<file path="src/rtl/mem_pkg.sv">
// Shared definitions for the two-port RAM arbiter: command encoding, defaults,
// owner-state encoding and the request-qualify helper.
package mem_pkg;

    localparam logic [1:0] MNONE  = 2'b00;
    localparam logic [1:0] MREAD  = 2'b01;
    localparam logic [1:0] MWRITE = 2'b11;

    localparam int DATA_W_DEF = 16;
    localparam int ADDR_W_DEF = 9;

    typedef enum logic [1:0] {
        IDLE = 2'b00,
        OWN0 = 2'b01,
        OWN1 = 2'b10
    } arb_state_t;

    // A port requests RAM only with a read/write command in the lower half of the address map.
    function automatic logic is_req(input logic [1:0] cmd, input logic addr_msb);
        return ((cmd == MREAD) || (cmd == MWRITE)) && !addr_msb;
    endfunction

endpackage

</file>
<file path="src/rtl/mem_arb_fsm.sv">
// Round-robin owner tracker with bounded burst hold; grants are combinational
// from the current owner state and the two requests.
module mem_arb_fsm
    import mem_pkg::*;
#(
    parameter int BURST_LEN = 4
) (
    input  logic clk,
    input  logic reset,
    input  logic req0,
    input  logic req1,
    output logic gnt0,
    output logic gnt1
);

    localparam logic [3:0] BURST_MAX = 4'(BURST_LEN);

    arb_state_t state_r;
    logic [3:0] burst_cnt_r;
    logic       last_r;
    logic       gnt0_s;
    logic       gnt1_s;

    // Grant decision: owner keeps the RAM until its burst is spent and the other port waits.
    always_comb begin
        gnt0_s = 1'b0;
        gnt1_s = 1'b0;
        if (reset) begin
            gnt0_s = 1'b0;
            gnt1_s = 1'b0;
        end else begin
            case (state_r)
                IDLE: begin
                    if (req0 && req1) begin
                        gnt0_s = last_r;
                        gnt1_s = !last_r;
                    end else begin
                        gnt0_s = req0;
                        gnt1_s = req1;
                    end
                end
                OWN0: begin
                    if (req0 && (!req1 || (burst_cnt_r < BURST_MAX))) begin
                        gnt0_s = 1'b1;
                    end else begin
                        gnt1_s = req1;
                    end
                end
                OWN1: begin
                    if (req1 && (!req0 || (burst_cnt_r < BURST_MAX))) begin
                        gnt1_s = 1'b1;
                    end else begin
                        gnt0_s = req0;
                    end
                end
                default: begin
                    gnt0_s = 1'b0;
                    gnt1_s = 1'b0;
                end
            endcase
        end
    end

    assign gnt0 = gnt0_s;
    assign gnt1 = gnt1_s;

    // Owner state, saturating burst count and last-owner tie breaker.
    always_ff @(posedge clk) begin
        if (reset) begin
            state_r     <= IDLE;
            burst_cnt_r <= 4'd0;
            last_r      <= 1'b1;
        end else if (gnt0_s) begin
            state_r     <= OWN0;
            last_r      <= 1'b0;
            if (state_r == OWN0) begin
                burst_cnt_r <= (burst_cnt_r >= BURST_MAX) ? BURST_MAX : burst_cnt_r + 4'd1;
            end else begin
                burst_cnt_r <= 4'd1;
            end
        end else if (gnt1_s) begin
            state_r     <= OWN1;
            last_r      <= 1'b1;
            if (state_r == OWN1) begin
                burst_cnt_r <= (burst_cnt_r >= BURST_MAX) ? BURST_MAX : burst_cnt_r + 4'd1;
            end else begin
                burst_cnt_r <= 4'd1;
            end
        end else begin
            state_r     <= IDLE;
            burst_cnt_r <= burst_cnt_r;
            last_r      <= last_r;
        end
    end

endmodule

</file>
<file path="src/rtl/mem_arbiter.sv">
// Two-port arbiter in front of the single-port data RAM.
// Optional MEM_ARB_STATS_EN adds saturating per-port grant counters.
module mem_arbiter
    import mem_pkg::*;
#(
    parameter int DATA_W    = DATA_W_DEF,
    parameter int ADDR_W    = ADDR_W_DEF,
    parameter int BURST_LEN = 4
) (
    input  logic              clk,
    input  logic              reset,
    input  logic [1:0]        p0_cmd,
    input  logic [ADDR_W-1:0] p0_addr,
    input  logic [DATA_W-1:0] p0_wdata,
    output logic              p0_ack,
    output logic [DATA_W-1:0] p0_rdata,
    output logic              p0_rvalid,
    input  logic [1:0]        p1_cmd,
    input  logic [ADDR_W-1:0] p1_addr,
    input  logic [DATA_W-1:0] p1_wdata,
    output logic              p1_ack,
    output logic [DATA_W-1:0] p1_rdata,
    output logic              p1_rvalid,
    output logic [ADDR_W-2:0] ram_addr,
    output logic              ram_write,
    output logic [DATA_W-1:0] ram_din,
    input  logic [DATA_W-1:0] ram_dout
`ifdef MEM_ARB_STATS_EN
    ,
    output logic [15:0]       p0_grants,
    output logic [15:0]       p1_grants
`endif
);

    logic req0_s, req1_s, gnt0_s, gnt1_s;
    logic rd0_r, rd1_r;

    assign req0_s = is_req(p0_cmd, p0_addr[ADDR_W-1]);
    assign req1_s = is_req(p1_cmd, p1_addr[ADDR_W-1]);

    mem_arb_fsm #(.BURST_LEN(BURST_LEN)) u_fsm (
        .clk   (clk),
        .reset (reset),
        .req0  (req0_s),
        .req1  (req1_s),
        .gnt0  (gnt0_s),
        .gnt1  (gnt1_s)
    );

    // RAM-side mux; without a grant the port 0 fields pass through with the write disabled.
    always_comb begin
        ram_addr  = p0_addr[ADDR_W-2:0];
        ram_din   = p0_wdata;
        ram_write = 1'b0;
        if (gnt1_s) begin
            ram_addr  = p1_addr[ADDR_W-2:0];
            ram_din   = p1_wdata;
            ram_write = (p1_cmd == MWRITE);
        end else if (gnt0_s) begin
            ram_write = (p0_cmd == MWRITE);
        end else begin
            ram_write = 1'b0;
        end
    end

    assign p0_ack = gnt0_s;
    assign p1_ack = gnt1_s;

    // Remember which port read so the RAM's registered output is steered back next cycle.
    always_ff @(posedge clk) begin
        if (reset) begin
            rd0_r <= 1'b0;
            rd1_r <= 1'b0;
        end else begin
            rd0_r <= gnt0_s && (p0_cmd == MREAD);
            rd1_r <= gnt1_s && (p1_cmd == MREAD);
        end
    end

    // Reset masks a return already in flight so a read acked just before reset is dropped.
    assign p0_rvalid = rd0_r && !reset;
    assign p1_rvalid = rd1_r && !reset;
    assign p0_rdata  = p0_rvalid ? ram_dout : {DATA_W{1'b0}};
    assign p1_rdata  = p1_rvalid ? ram_dout : {DATA_W{1'b0}};

`ifdef MEM_ARB_STATS_EN
    // Saturating per-port access counters.
    always_ff @(posedge clk) begin
        if (reset) begin
            p0_grants <= 16'd0;
            p1_grants <= 16'd0;
        end else begin
            if (gnt0_s && (p0_grants != 16'hFFFF)) begin
                p0_grants <= p0_grants + 16'd1;
            end
            if (gnt1_s && (p1_grants != 16'hFFFF)) begin
                p1_grants <= p1_grants + 16'd1;
            end
        end
    end
`endif

endmodule
</file>
<file path="config.mk">
export PLATFORM = sky130hd
export DESIGN_NAME = mem_arbiter
export DESIGN_NICKNAME = d
export VERILOG_FILES = /design/src/rtl/mem_pkg.sv /design/src/rtl/mem_arb_fsm.sv /design/src/rtl/mem_arbiter.sv
export SDC_FILE = /design/constraint.sdc
export NUM_CORES = 1
export LEC_CHECK = 0
export CAP_MARGIN = 20
export CORE_UTILIZATION = 23
export DETAILED_ROUTE_END_ITERATION = 10
export PLACE_DENSITY = 0.76
export RECOVER_POWER = 25
export SLEW_MARGIN = 30
export SYNTH_ARGS = -nofsm -noshare
export SYNTH_HDL_FRONTEND = slang
export SYNTH_SLANG_ARGS = --single-unit
</file>
<file path="constraint.sdc">
create_clock -name clk -period 1.8 [get_ports clk]
set_clock_uncertainty 0.2 [all_clocks]
set_input_delay 0.27 -clock clk [delete_from_list [all_inputs] [get_ports clk]]
set_output_delay 0.27 -clock clk [all_outputs]
set_load 0.03 [all_outputs]
</file>
==> qor.txt <==
Status: finished, violations left
Failing checks: setup timing
Initial core utilization: 23.94%
Clk pwr share: 22.0%
# port buffers: 132
CTS tree: done
Post-synthesis xor/xnor area fraction: 0%
Gpl congestion: 0.8142
Clock Sinks: 9
Post-synthesis mux area share: 0%
Hold Startpoint: reset
Mapped Nets: 249
Setup violators final: 32
Antenna cells: 0
Post-synth EDFFs: 0
Initial antenna violation count: 0
Share of cells above drive strength 1: 50.58%
Total CTS buffers: 3
GRT Resource Usage Total: 20.18%
Pre-antenna DRT Iters: 4
Power per cell area: 344.3 nW/um2
Final hold vios: 0
Largest net degree at the start of global routing: 17
Reg-to-Reg Start: u_fsm.state_r[1]
Clock Tree Buf Depth: 2
Clock latency on the worst-skew pair: 0.24 ns
Ys async rst share: 0%
RSZ-0062 raised after global routing: true
Kind of critical path: flip-flop to output port
Maxcap violations: 0
Final core occ: 70.26%
Synth cell types: 34
Clk root buf: clkbuf_8
Pwr Total: 0.001060 W
Final setup margin: -0.3130 ns
Simple-gate share of the synthesized area: 64.36%
Req. time, crit path: 1.33 ns
Violation count after the first detailed-routing iteration: 36
Crit-path max FO: 6
Crit path capture type: output port
Top-count cell post-synth: nand2_1
Sw Share: 34.55%
Slew HR: 83.70%
CP Launch Type: flip-flop
Number of global-route vias before repair: 1734
Via count: 1826
Die width: 69.56 um
Routed WL per cell: 13.01 um
Area grow syn2layout: 193.4%
Syn_area_per_cell: 5.965 um2
Fill cells: 349
R2R setup slack: -0.19 ns
Total core area: 4384 um2
Complex-gate fraction of the synthesized area: 10.49%
Final Max Tran Viols: 0
WHS: 0.1834 ns
Largest family of logic cells by synthesized area: simple AND/OR/NAND/NOR gates
Switching power: 0.0003664 W
Drt total wl: 5126 um
Cell-internal power: 0.0006941 W
Layout Nets: 416
Cell taking the most area after synthesis: nand2_1
Post-synth top area share: 26.82%
Synth Register Bits: 9
# DRC: 0
Worst min-delay path category: primary input to flip-flop
Fin crit period: 2.113 ns
R2r worst-path depth: 7
ANT nets after route: 0
Most used DFF post-synth: dfxtp_1
Max Clk Rate: 473.3 MHz
Hold path cells: 3
Slew @ Worst Pin: 0.2427 ns
Total grt overflow: 0
RR Endpoint: u_fsm.burst_cnt_r[1]
Logic pwr share: 58.0%
Detailed placer's ending HPWL: 3612 um
Hold path endpoint: u_fsm.burst_cnt_r[3]
Die ar.: 4839 um2
# rows: 24
Pleak: 1.549 nW
Die Height: 69.56 um
Via density: 4.635
Sequential area share after synthesis: 17.16%
Most frequent cells after synthesis: 75 x nand2_1, 32 x and2_1, 9 x dfxtp_1
Synth Area in Adders: 1.192%
Clock transition at path regs: 0.05 ns
Crit path arrival time: 1.64 ns
First-pass GRT wire length: 7845 um
Post-synthesis cell area: 1050 um2
Synth area leaders: nand2_1 27%, and2_1 19%, dfxtp_1 17%, nor2b_1 3.0%, a21oi_1 2.4%
Sequential power share: 20.0%
Io pins: 133
H-tree levels: 1
Post-Syn Instances: 176
Yosys warning total: 0
VDD IR max: 0.0002755 V
Period utilization: 117.4%
state kept, by name (all words and copies together), names as in the netlist:
signal / cells
u_fsm.burst_cnt_r: 4
u_fsm.state_r: 2
rd0_r: 1
rd1_r: 1
u_fsm.last_r: 1
placed cells by master, fill, tap and decap left out, types with 3 or more instances in the layout:
cell / count
buf_6: 40
buf_4: 55
clkdlybuf4s50_1: 66
nand2_4: 24
dlygate4sd2_1: 3
a21oi_1: 5
and2_1: 30
nand2_1: 32
nor2_1: 6
clkbuf_8: 3
nor2b_1: 3
nor3b_2: 3
dfxtp_1: 6
nand2_2: 19
power groups by stage:
stage	logic (W)	clock network, W	registers (W)
floorplan	0.000247	0	0.000214
global placement	0.000531	0	0.000216
detailed placement	0.000536	0	0.000216
CTS	0.000599	0.000241	0.000213
global route	0.000651	0.000249	0.000212
finish	0.000615	0.000234	0.000212
layer usage:
layer | global-route usage (%) | part of all wire, % | wire [um] | up-vias
met3 | 5.523 | 8.9 | 454 | 6
li1 | - | - | - | 898
met1 | 19.22 | 35 | 1815 | 825
met4 | 7.937 | 1.5 | 78 | 0
met5 | 0 | 0 | 0 | -
met2 | 40.02 | 54 | 2777 | 97
repair_timing:
action / in CTS / in global routing
hold buffers: 0 / 0
gates resized for setup: 69 / 36
setup buffers: 6 / 1
cloned: 6 / 0
endpoints found under the setup margin: 65 / 63
pin swaps: 10 / 10
hold endpoints to repair: 0 / 0
cell families (layout without fill, tap and decap cells):
kind of cell / Yosys count / count (layout)
flops: 9 / 9
fa+ha+maj: 1 / 1
simple gates: 136 / 136
compound gates: 16 / 16
buf+inv: 14 / 180
worst max path at each step:
stage / from / to / slack [ns] / cells after the start
finish: u_fsm.state_r[1] / ram_write / -0.31 / 6
global route: u_fsm.state_r[0] / ram_din[15] / -0.36 / 8
CTS: u_fsm.state_r[0] / ram_din[15] / -0.29 / 8
detailed placement: p0_addr[8] / ram_din[13] / -0.50 / 9
global placement: p0_cmd[0] / ram_din[12] / -0.48 / 8
floorplan: u_fsm.state_r[1] / ram_addr[0] / -0.07 / 7
through the flow:
| step | cells | area, um2 | setup TNS (ns) | setup slack [ns] |
|---|---|---|---|---|
| 2_1_floorplan | 176 | 1274 | -0.6358 | -0.06687 |
| 3_3_place_gp | 378 | 2650 | -22.16 | -0.4765 |
| 3_5_place_dp | 378 | 2650 | -22.70 | -0.4996 |
| 4_1_cts | 393 | 2985 | -6.929 | -0.2942 |
| 5_1_grt | 394 | 3080 | -9.845 | -0.3620 |
| 6_report | 394 | 3080 | -6.860 | -0.3130 |
critical path, stage by stage (launching register included):
cell and delay, ns:
dfxtp_4 0.35, buf_4 0.16, nor3_1 0.24, o21ai_2 0.10, and4_4 0.17, a22o_4 0.26, buf_12 0.13
layout make-up:
class / instances / area (um2) / area share, %
well taps: 52 / 65.06 / 2.112
inverters: 4 / 22.52 / 0.7311
clock buffers: 4 / 45.04 / 1.462
repair buffers: 172 / 1658 / 53.82
flip-flops and latches: 9 / 188.9 / 6.133
multi-input cells: 153 / 1101 / 35.74
(Power assumes the default switching activity.)
